## src/rtl/imem_loader.sv

```systemverilog
// imem_loader
//   Receives a framed byte stream from a host and writes it into the
//   writable instruction memory, holding the core in halt until a frame
//   with a good checksum has been written.
//
//   Frame: LEN (N = 0..255), N data bytes, CHK (XOR of the data bytes).
//   The frame is rejected in LEN if N bytes starting at BASE_ADDR would
//   run past the top of the address space.
//
// Ports
//   clk         system clock, all state changes on the rising edge
//   rst         synchronous active-high reset
//   start       begin a load (honoured only in IDLE, DONE or ERR)
//   in_data     stream byte
//   in_valid    in_data is valid
//   in_ready    loader accepts in_data this cycle
//   imem_we     instruction memory write enable (registered)
//   imem_addr   instruction memory write address (registered)
//   imem_wdata  instruction memory write data (registered)
//   core_halt   stalls the core while the image is not trusted
//   load_busy   a frame is being received (LEN, DATA, CHK)
//   load_done   one-cycle pulse after a successful load
//   load_err    sticky error flag, cleared by start or rst
module imem_loader #(
  parameter int                ADDR_W    = 8,
  parameter logic [ADDR_W-1:0] BASE_ADDR = '0
) (
  input  logic              clk,
  input  logic              rst,
  input  logic              start,
  input  logic [7:0]        in_data,
  input  logic              in_valid,
  output logic              in_ready,
  output logic              imem_we,
  output logic [ADDR_W-1:0] imem_addr,
  output logic [7:0]        imem_wdata,
  output logic              core_halt,
  output logic              load_busy,
  output logic              load_done,
  output logic              load_err
);

  // Number of locations from BASE_ADDR to the top of the address space;
  // a frame longer than this would wrap, so it is refused up front.
  localparam int unsigned CAPACITY = (1 << ADDR_W) - int'(BASE_ADDR);

  typedef enum logic [2:0] {
    IDLE,
    LEN,
    DATA,
    CHK,
    DONE,
    ERR
  } state_t;

  state_t            state;
  logic [7:0]        count;
  logic [7:0]        acc;
  logic [ADDR_W-1:0] ptr;

  // The stream side is ready exactly while a frame is being received, so
  // ready and busy are plain decodes of the registered state.
  assign in_ready  = (state == LEN) || (state == DATA) || (state == CHK);
  assign load_busy = in_ready;

  // NOTE: every register here is assigned with <= so all of them update
  // together from the values sampled at the same clock edge.
  always_ff @(posedge clk) begin
    if (rst) begin
      state      <= IDLE;
      count      <= '0;
      acc        <= '0;
      ptr        <= BASE_ADDR;
      imem_we    <= 1'b0;
      imem_addr  <= BASE_ADDR;
      imem_wdata <= '0;
      core_halt  <= 1'b1;
      load_done  <= 1'b0;
      load_err   <= 1'b0;
    end else begin
      // NOTE: pulse outputs default low each cycle and are raised only by
      // the branch that produces the event, giving single-cycle strobes.
      imem_we   <= 1'b0;
      load_done <= 1'b0;

      unique case (state)
        IDLE, DONE, ERR: begin
          if (start) begin
            state     <= LEN;
            load_err  <= 1'b0;
            acc       <= '0;
            core_halt <= 1'b1;
          end
        end

        LEN: begin
          if (in_valid) begin
            count <= in_data;
            if (32'(in_data) > CAPACITY) begin
              state    <= ERR;
              load_err <= 1'b1;
            end else if (in_data == 8'd0) begin
              state <= CHK;
            end else begin
              state <= DATA;
              ptr   <= BASE_ADDR;
            end
          end
        end

        DATA: begin
          if (in_valid) begin
            imem_we    <= 1'b1;
            imem_addr  <= ptr;
            imem_wdata <= in_data;
            ptr        <= ptr + 1'b1;
            acc        <= acc ^ in_data;
            count      <= count - 8'd1;
            // count still holds the pre-decrement value: 1 means this
            // byte is the last one of the frame.
            if (count == 8'd1) state <= CHK;
          end
        end

        CHK: begin
          if (in_valid) begin
            if (in_data == acc) begin
              state     <= DONE;
              load_done <= 1'b1;
              core_halt <= 1'b0;
            end else begin
              state    <= ERR;
              load_err <= 1'b1;
            end
          end
        end

        default: state <= IDLE;
      endcase
    end
  end

endmodule
```

## config.mk

```make
export PLATFORM = sky130hd
export DESIGN_NAME = imem_loader
export DESIGN_NICKNAME = d
export VERILOG_FILES = /design/src/rtl/imem_loader.sv
export SDC_FILE = /design/constraint.sdc
export NUM_CORES = 1
export LEC_CHECK = 0
export ABC_AREA = 1
export BUFFER_PORTS_ARGS = -buffer_cell sky130_fd_sc_hd__buf_2
export CORE_UTILIZATION = 24
export CTS_BUF_LIST = sky130_fd_sc_hd__clkbuf_8
export DETAILED_ROUTE_END_ITERATION = 12
export GPL_TIMING_DRIVEN = 1
export PLACE_DENSITY = 0.48
export SYNTH_ARGS = -nofsm -noshare
export SYNTH_HDL_FRONTEND = slang
export SYNTH_SLANG_ARGS = --single-unit
export TNS_END_PERCENT = 1
```

## constraint.sdc

```tcl
create_clock -name clk -period 1.5 [get_ports clk]
set_clock_uncertainty 0.1 [all_clocks]
set_input_delay 0.075 -clock clk [delete_from_list [all_inputs] [get_ports clk]]
set_output_delay 0.075 -clock clk [all_outputs]
set_load 0.01 [all_outputs]
```

==> results of run 1 <==
==> state kept, by name, summed over array words and instances, names as in the netlist <==
signal      flops
acc             8
core_halt       1
count           8
imem_addr       8
imem_wdata      8
imem_we         1
load_done       1
load_err        1
ptr             8
state           3
==> worst paths after layout <==
check / from / to / slack (ps) / cells past startpoint
min: in_data[7] / imem_wdata[7] / 8 / 3
min reg2reg: core_halt / core_halt / 350 / 2
max: state[2] / acc[5] / 60 / 8
max reg2reg: state[2] / acc[5] / 60 / 8
==> tightest hold or removal path, stage by stage <==
cell and delay, ps:
buf_2 100, inv_1 80, a21oi_1 120
==> cells by family (layout without fill, tap and decap cells) <==
logic type | Yosys count | after routing | synth area share
AO/OA/AOI/OAI | 74 | 74 | 0.1612
XOR/XNOR | 2 | 2 | 0.007327
adder cells (fa/ha/maj) | 3 | 3 | 0.01570
buffers and inverters | 55 | 104 | 0.1015
flip-flops | 47 | 47 | 0.3935
AND/OR/NAND/NOR | 183 | 184 | 0.3208
==> layout by cell type (no fill, tap or decap), types with 4 or more instances in the layout <==
| cell type | instances |
|---|---|
| a21oi_1 | 32 |
| clkbuf_8 | 7 |
| dfxtp_1 | 43 |
| nand2_1 | 96 |
| nor2_1 | 55 |
| inv_1 | 34 |
| inv_2 | 4 |
| o21ai_1 | 13 |
| buf_4 | 18 |
| o21ai_0 | 25 |
| buf_2 | 33 |
| nor3_1 | 5 |
| nand3_1 | 12 |
==> metrics by stage <==
stage               instances  area [µm²]  power, mW
global placement          532        2768      3.927
finish                    547        3004      5.112
floorplan                 364        2391      3.346
detailed placement        532        2768      3.930
CTS                       540        2872      4.819
global route              547        3004      5.595
==> layout make-up <==
| cell class | instances | area (µm²) |
|---|---|---|
| sequential | 47 | 948.4 |
| clock buffer | 7 | 96.34 |
| inverter | 42 | 173.9 |
| timing repair buffer | 54 | 356.6 |
| tap | 133 | 166.4 |
| multi-input combinational | 263 | 1255 |
| fill | 1113 | 6725 |
| clock inverter | 1 | 7.507 |
==> repair_timing <==
| item | in CTS | in global routing |
|---|---|---|
| setup buffers | 0 | 5 |
| setup endpoints to repair | 0 | 22 |
| resized for setup | 0 | 25 |
==> power breakdown <==
group | switching, mW | internal, mW
clock network | 0.455 | 0.420
logic | 1.49 | 1.02
registers | 0.184 | 1.54
total | 2.13 | 2.98
==> layer usage <==
| metal | wire, µm | vias up | share of wire | track usage |
|---|---|---|---|---|
| met4 | 55 | 0 | 0.0087 | 0.02967 |
| met2 | 3035 | 26 | 0.48 | 0.2100 |
| met3 | 183 | 5 | 0.029 | 0.02326 |
| li1 | - | 1246 | - | - |
| met1 | 3049 | 1039 | 0.48 | 0.1669 |
| met5 | 0 | - | 0 | 0 |
==> results.json, run 1 <==
{
  "outcome": "completed",
  "p_per_area_mw_per_mm2": 1702,
  "antenna_cells": 0,
  "ant_nets": 0,
  "wl_per_cell_um": 11.56,
  "dpl.hpwl_um": 4495,
  "drt_iter0_markers": 87,
  "grt_setup_unrepaired": "yes",
  "synth_cells": 364,
  "drive_gt1_frac": 0.2174,
  "min_path_type": "input pin to flop",
  "row_count": 36,
  "period_share": 0.9626,
  "area_growth_pct": 25.64,
  "final_util": 0.3088,
  "post-place-ws_ps": 34.20,
  "core-area_mm2": 0.009729,
  "clk_latency_ps": 300,
  "clkSinkCount": 47,
  "synth.most_common_cell": "nand2_1",
  "setup_slack_ps": 56.11,
  "required_ps": 1600,
  "cpLargestDelayFamily": "simple AND/OR/NAND/NOR gates",
  "synth_seq_area_share": 0.3935,
  "cp_cell_sequence": "inv_4 -> nand2_1 -> nand2_1 -> nor2_2 -> nor2_4 -> buf_4 -> nor2_1 -> nor2_1",
  "start_util": 0.2458,
  "max_freq_ghz": 0.6926,
  "routed_wl_um": 6324,
  "grt.total_usage": 0.1253,
  "grt_pass1_vias": 2177,
  "yosysTopAreaCellShare": 0.3935,
  "cts_hold_buf": 0,
  "drt-pass1-iter-count": 5,
  "drv_cap": 0,
  "setup_viol": 0,
  "dr_total_vias": 2316,
  "synth_fp_nets": 379,
  "h-tree-depth": 2,
  "holdWs_ps": 8.168,
  "cts_buffers": 5,
  "synth.largest_area_cell": "dfxtp_1",
  "die_x_um": 101.8,
  "critPathArrivalTime_ps": 1540,
  "async_reset_ff_frac": 0,
  "drc_errors": 0,
  "critPathSlowestCell": "dfxtp_2",
  "io_pins": 34,
  "cp_max_fo": 7,
  "antenna_found_initial": 0,
  "clk_path_buf_depth": 2,
  "critPathCaptureType": "flop",
  "relSlewSlack": 0.7775,
  "synth_common_cells": "nand2_1, nor2_1, dfxtp_1",
  "grt_pass1_wl_um": 10240,
  "cts_tree": "built",
  "syn_avg_cell_area_um2": 6.569,
  "synthTopCellsByArea": "dfxtp_1, nand2_1, nor2_1",
  "synth-main-ff-cell": "dfxtp_1",
  "path_buf_inv": 2,
  "nNetsFinal": 428,
  "ys.warnings.count": 0,
  "slowest_delay_ps": 360,
  "clkTransAtPathRegs_ps": 90,
  "critPathKind": "flop to flop",
  "place.gp.congestion": 0.7955,
  "finalHoldViolations": 0,
  "port_buffers": 33,
  "tightestPinTransition_ps": 333.4,
  "static-leakage-power_nw": 1.379,
  "min_period_ps": 1444,
  "slew_violations": 0,
  "grt_max_degree": 31,
  "synth-seq-cells": 47,
  "vias_per_cell": 4.234,
  "dieHeight_um": 101.8,
  "die-area_mm2": 0.01037,
  "synth_edf_count": 0,
  "vdd_drop_max_mv": 0.6206,
  "synth_cell_types": 30,
  "synth.cell_area_mm2": 0.002391,
  "cts_root_buf": "clkbuf_8",
  "fin_setup_tns_ps": 0,
  "cp-start-kind": "flop",
  "overflow": 0
}
No activity file was read; power rests on OpenSTA's default activity.
==> run 2: changes to the inputs <==
- CORE_MARGIN: default -> 3
- clock period: 1.5 -> 1.8 ns (I/O delays scaled with it)
==> results.json, run 2 (synthesis results as in run 1) <==
{
  "outcome": "completed",
  "p_per_area_mw_per_mm2": 1349,
  "start_util": 0.2528,
  "cp-start-kind": "flop",
  "place.gp.congestion": 0.8108,
  "clk_path_buf_depth": 2,
  "period_share": 0.8516,
  "min_period_ps": 1533,
  "cts_setup_buffers": 0,
  "core-area_mm2": 0.009459,
  "row_count": 35,
  "setup_viol": 0,
  "cts_buffers": 5,
  "fin_total_pwr_mw": 3.746,
  "critPathSlowestCell": "dfxtp_1",
  "critPathCaptureType": "flop",
  "setup_slack_ps": 267.1,
  "finalHoldViolations": 0,
  "critPathArrivalTime_ps": 1630,
  "clkTransAtPathRegs_ps": 90,
  "grt.total_usage": 0.1147,
  "fin_setup_tns_ps": 0,
  "static-leakage-power_nw": 1.290,
  "routed_wl_um": 6167,
  "port_buffers": 33,
  "clkPwrFrac": 0.169,
  "stdcell_area_mm2": 0.002778,
  "holdWs_ps": 12.66,
  "dp_cells": 519,
  "combinationalPowerShare": 0.448,
  "cpLargestDelayFamily": "simple AND/OR/NAND/NOR gates",
  "clkSinkCount": 47,
  "drv_cap": 0,
  "antenna_cells": 0,
  "grt_max_degree": 27,
  "required_ps": 1900,
  "grt_pass1_wl_um": 10470,
  "io_pins": 34,
  "critPathKind": "flop to flop",
  "cp_max_fo": 16,
  "cts_resized": 0,
  "min_path_type": "input pin to flop",
  "final_cell_mix": "nand2_1, nor2_1, dfxtp_1, inv_1, buf_2",
  "tightestPinTransition_ps": 334.9,
  "area_growth_pct": 16.17,
  "max_freq_ghz": 0.6524,
  "path_common_cell": "nand2_1",
  "post_dp_cell_area_mm2": 0.002683,
  "relSlewSlack": 0.7743,
  "dieHeight_um": 105.8,
  "post-place-ws_ps": 278.7,
  "drive_gt1_frac": 0.1579,
  "slew_violations": 0,
  "layout_commonest_cell": "nand2_1",
  "overflow": 0,
  "ant_nets": 0,
  "final_util": 0.2937,
  "drt_iter0_markers": 93,
  "path_buf_inv": 0,
  "switchingPower_mw": 1.629,
  "antenna_found_initial": 0,
  "die-area_mm2": 0.01120,
  "final_cell_count_no_fill": 528,
  "grt_setup_unrepaired": "no",
  "slowest_delay_ps": 420,
  "h-tree-depth": 2,
  "vdd_drop_max_mv": 0.4504,
  "cp_cell_sequence": "nand3_4 -> nand2_1 -> o21ai_2 -> nor2_4 -> o21ai_0 -> nand2_1 -> nor2_1",
  "dr_total_vias": 2254,
  "drc_errors": 0,
  "grt_pass1_vias": 2228,
  "wl_per_cell_um": 11.68,
  "vias_per_cell": 4.269,
  "die_x_um": 105.8,
  "cts_tree": "built",
  "fill_cells": 1070,
  "swShare": 0.4347,
  "nNetsFinal": 413,
  "drt-pass1-iter-count": 4,
  "power.share.sequential": 0.384,
  "clk_latency_ps": 300,
  "cts_root_buf": "clkbuf_8",
  "internal_power_mw": 2.118,
  "dpl.hpwl_um": 4680
}
-- run 2: changes by cell type in the layout (fill, tap and decap cells not counted), sizes merged --
cell / previous run / this run
nor2: 61 / 60
inv: 41 / 43
buf: 53 / 39
clkbuf: 8 / 5
dlygate4sd3: 0 / 1
clkinvlp: 2 / 1
clkinv: 0 / 1
-- run 2: path summary, 6_finish.rpt --
| kind | from | endpoint | slack, ps | depth (start not counted) |
|---|---|---|---|---|
| setup / recovery | state[1] | acc[4] | 270 | 7 |
| hold reg to reg | core_halt | core_halt | 350 | 2 |
| setup reg to reg | state[1] | acc[4] | 270 | 7 |
| hold / removal | in_data[7] | imem_wdata[7] | 10 | 3 |
-- run 2: power groups by stage --
stage | clock (mW) | sequential (mW) | combinational (mW)
after global routing | 0.694 | 1.47 | 1.96
final | 0.632 | 1.44 | 1.68
after global placement | 0 | 1.46 | 1.66
after detailed placement | 0 | 1.46 | 1.68
after floorplan | 0 | 1.46 | 1.33
after CTS | 0.664 | 1.44 | 1.69
-- run 2: what timing repair did --
item / in CTS / in global routing
hold buffers: 1 / 0
endpoints found under the hold margin: 4 / 0
setup endpoints to repair: 0 / 0
-- run 2: cell type report --
cell class,instances,area (µm²),share of cell area
repair buffers,40,220.2,0.07928
multi-input cells,262,1207,0.4347
clock buffers,5,68.82,0.02477
inverters,42,162.7,0.05856
flip-flops and latches,47,940.9,0.3387
clock inverters,3,16.27,0.005856
well taps,129,161.4,0.05811
-- run 2: worst register-to-register path, cell delays in order, from the launching register on --
cell and delay [ps]:
dfxtp_1 420, nand3_4 170, nand2_1 140, o21ai_2 80
nor2_4 270, o21ai_0 140, nand2_1 80, nor2_1 40
-- run 2: routing by layer --
layer	vias up	GRT usage	share of wire
met5	-	0	0
met4	0	0.03053	0.0081
met3	4	0.02511	0.036
met2	27	0.1899	0.46
met1	1017	0.1505	0.49
li1	1206	-	-
==> run 3: changes to the inputs <==
- CELL_PAD_IN_SITES_DETAIL_PLACEMENT: default -> 0
- CELL_PAD_IN_SITES_GLOBAL_PLACEMENT: default -> 2
- PLACE_DENSITY: 0.48 -> 0.72
==> results.json, run 3 (synthesis results as in run 1) <==
{
  "outcome": "completed",
  "die_x_um": 105.8,
  "drt_iter0_markers": 97,
  "period_share": 0.8553,
  "clkSinkCount": 47,
  "holdWs_ps": 7.537,
  "startpoint": "state[2]",
  "setup_viol": 0,
  "drv_cap": 0,
  "reg2reg_setup_slack_ps": 260,
  "slew_violations": 0,
  "antenna_found_initial": 0,
  "relSlewSlack": 0.7096,
  "path_common_cell": "nand2_1",
  "vias_per_cell": 4.279,
  "critPathKind": "flop to flop",
  "cts_buffers": 5,
  "static-leakage-power_nw": 1.288,
  "hold_end": "imem_wdata[5]",
  "io_pins": 34,
  "internal_power_mw": 2.137,
  "path_buf_inv": 1,
  "cpLargestDelayFamily": "simple AND/OR/NAND/NOR gates",
  "grt.total_usage": 0.1156,
  "cp_max_fo": 16,
  "min_period_ps": 1540,
  "cts_resized": 0,
  "cts_root_buf": "clkbuf_8",
  "dpl.hpwl_um": 4596,
  "row_count": 35,
  "drive_gt1_frac": 0.1583,
  "finalHoldViolations": 0,
  "cp-start-kind": "flop",
  "overflow": 0,
  "die-area_mm2": 0.01120,
  "stdcell_area_mm2": 0.002776,
  "nNetsFinal": 412,
  "grt_max_degree": 30,
  "combinationalPowerShare": 0.445,
  "hold_depth": 3,
  "vdd_drop_max_mv": 0.4373,
  "r2r_cells": 9,
  "critPathSlowestCell": "dfxtp_1",
  "clkTransAtPathRegs_ps": 90,
  "place.gp.congestion": 0.7706,
  "grt_setup_unrepaired": "no",
  "grt_pass1_wl_um": 10410,
  "clk_path_buf_depth": 2,
  "fin_setup_tns_ps": 0,
  "cts_tree": "built",
  "area_growth_pct": 16.12,
  "core-area_mm2": 0.009459,
  "clk_latency_ps": 300,
  "p_per_area_mw_per_mm2": 1368,
  "max_freq_ghz": 0.6495,
  "min_path_type": "input pin to flop",
  "critPathArrivalTime_ps": 1650,
  "cts_setup_buffers": 0,
  "ant_nets": 0,
  "power.share.sequential": 0.375,
  "swShare": 0.4374,
  "routed_wl_um": 6281,
  "slowest_delay_ps": 350,
  "h-tree-depth": 2,
  "cts_hold_buf": 1,
  "timing.rr.end": "acc[4]",
  "drc_errors": 0,
  "final_cell_mix": "nand2_1, nor2_1, dfxtp_1, inv_1, buf_2",
  "critPathCaptureType": "flop",
  "drt-pass1-iter-count": 4,
  "dieHeight_um": 105.8,
  "clkPwrFrac": 0.180,
  "port_buffers": 33,
  "r2r-start": "state[2]",
  "antenna_cells": 0,
  "layout_commonest_cell": "nand2_1",
  "tightestPinTransition_ps": 432.3,
  "switchingPower_mw": 1.661,
  "grt_pass1_vias": 2082,
  "start_util": 0.2528,
  "fin_total_pwr_mw": 3.798,
  "post_dp_cell_area_mm2": 0.002675,
  "final_util": 0.2935,
  "dr_total_vias": 2255,
  "cp_cell_sequence": "inv_2 -> nand2_1 -> nand2_1 -> nand2_1 -> o21ai_2 -> nor2_4 -> o21ai_0 -> nand2_1 -> nor2_1",
  "required_ps": 1910,
  "hp-start": "in_data[5]",
  "wl_per_cell_um": 11.92
}
run 3: through the flow:
| step | std cells | setup slack (ps) |
|---|---|---|
| 6_report | 527 | 260.5 |
| 5_1_grt | 527 | 19.79 |
| 4_1_cts | 527 | 249.5 |
| 3_5_place_dp | 518 | 267.3 |
| 3_3_place_gp | 518 | 255.8 |
| 2_1_floorplan | 364 | 485.2 |
run 3: worst reg2reg max path, stage by stage (launching register included):
cell and delay, ps:
dfxtp_1 350, inv_2 60, nand2_1 110, nand2_1 90
nand2_1 100, o21ai_2 80, nor2_4 280, o21ai_0 150
nand2_1 80, nor2_1 40
run 3: power by group through the flow:
stage               combinational [mW]  clock (mW)  sequential [mW]
floorplan                         1.33           0             1.46
CTS                               1.72       0.726             1.43
global placement                  1.70           0             1.45
detailed placement                1.71           0             1.45
global route                      1.98       0.768             1.46
finish                            1.69       0.682             1.43
run 3: layer usage:
metal | GRT usage | vias to the layer above | part of all wire
li1 | - | 1209 | -
met5 | 0 | - | 0
met1 | 0.1527 | 1018 | 0.51
met2 | 0.1917 | 23 | 0.46
met4 | 0.02775 | 0 | 0.0081
met3 | 0.02572 | 5 | 0.029
run 3: final cells by class:
class | instances | area [µm²]
fillers | 1092 | 6683
multi-input cells | 262 | 1207
flip-flops and latches | 47 | 940.9
repair buffers | 39 | 212.7
inverters | 42 | 162.7
well taps | 129 | 161.4
clock buffers | 5 | 68.82
clock inverters | 3 | 22.52
run 3: how the worst max path moves through the flow:
stage | endpoint | cells past startpoint | slack (ps)
after floorplan | acc[0] | 10 | 490
after global placement | state[0] | 10 | 260
after detailed placement | state[0] | 8 | 270
after CTS | state[0] | 8 | 250
after global routing | acc[3] | 9 | 20
final | acc[4] | 9 | 260
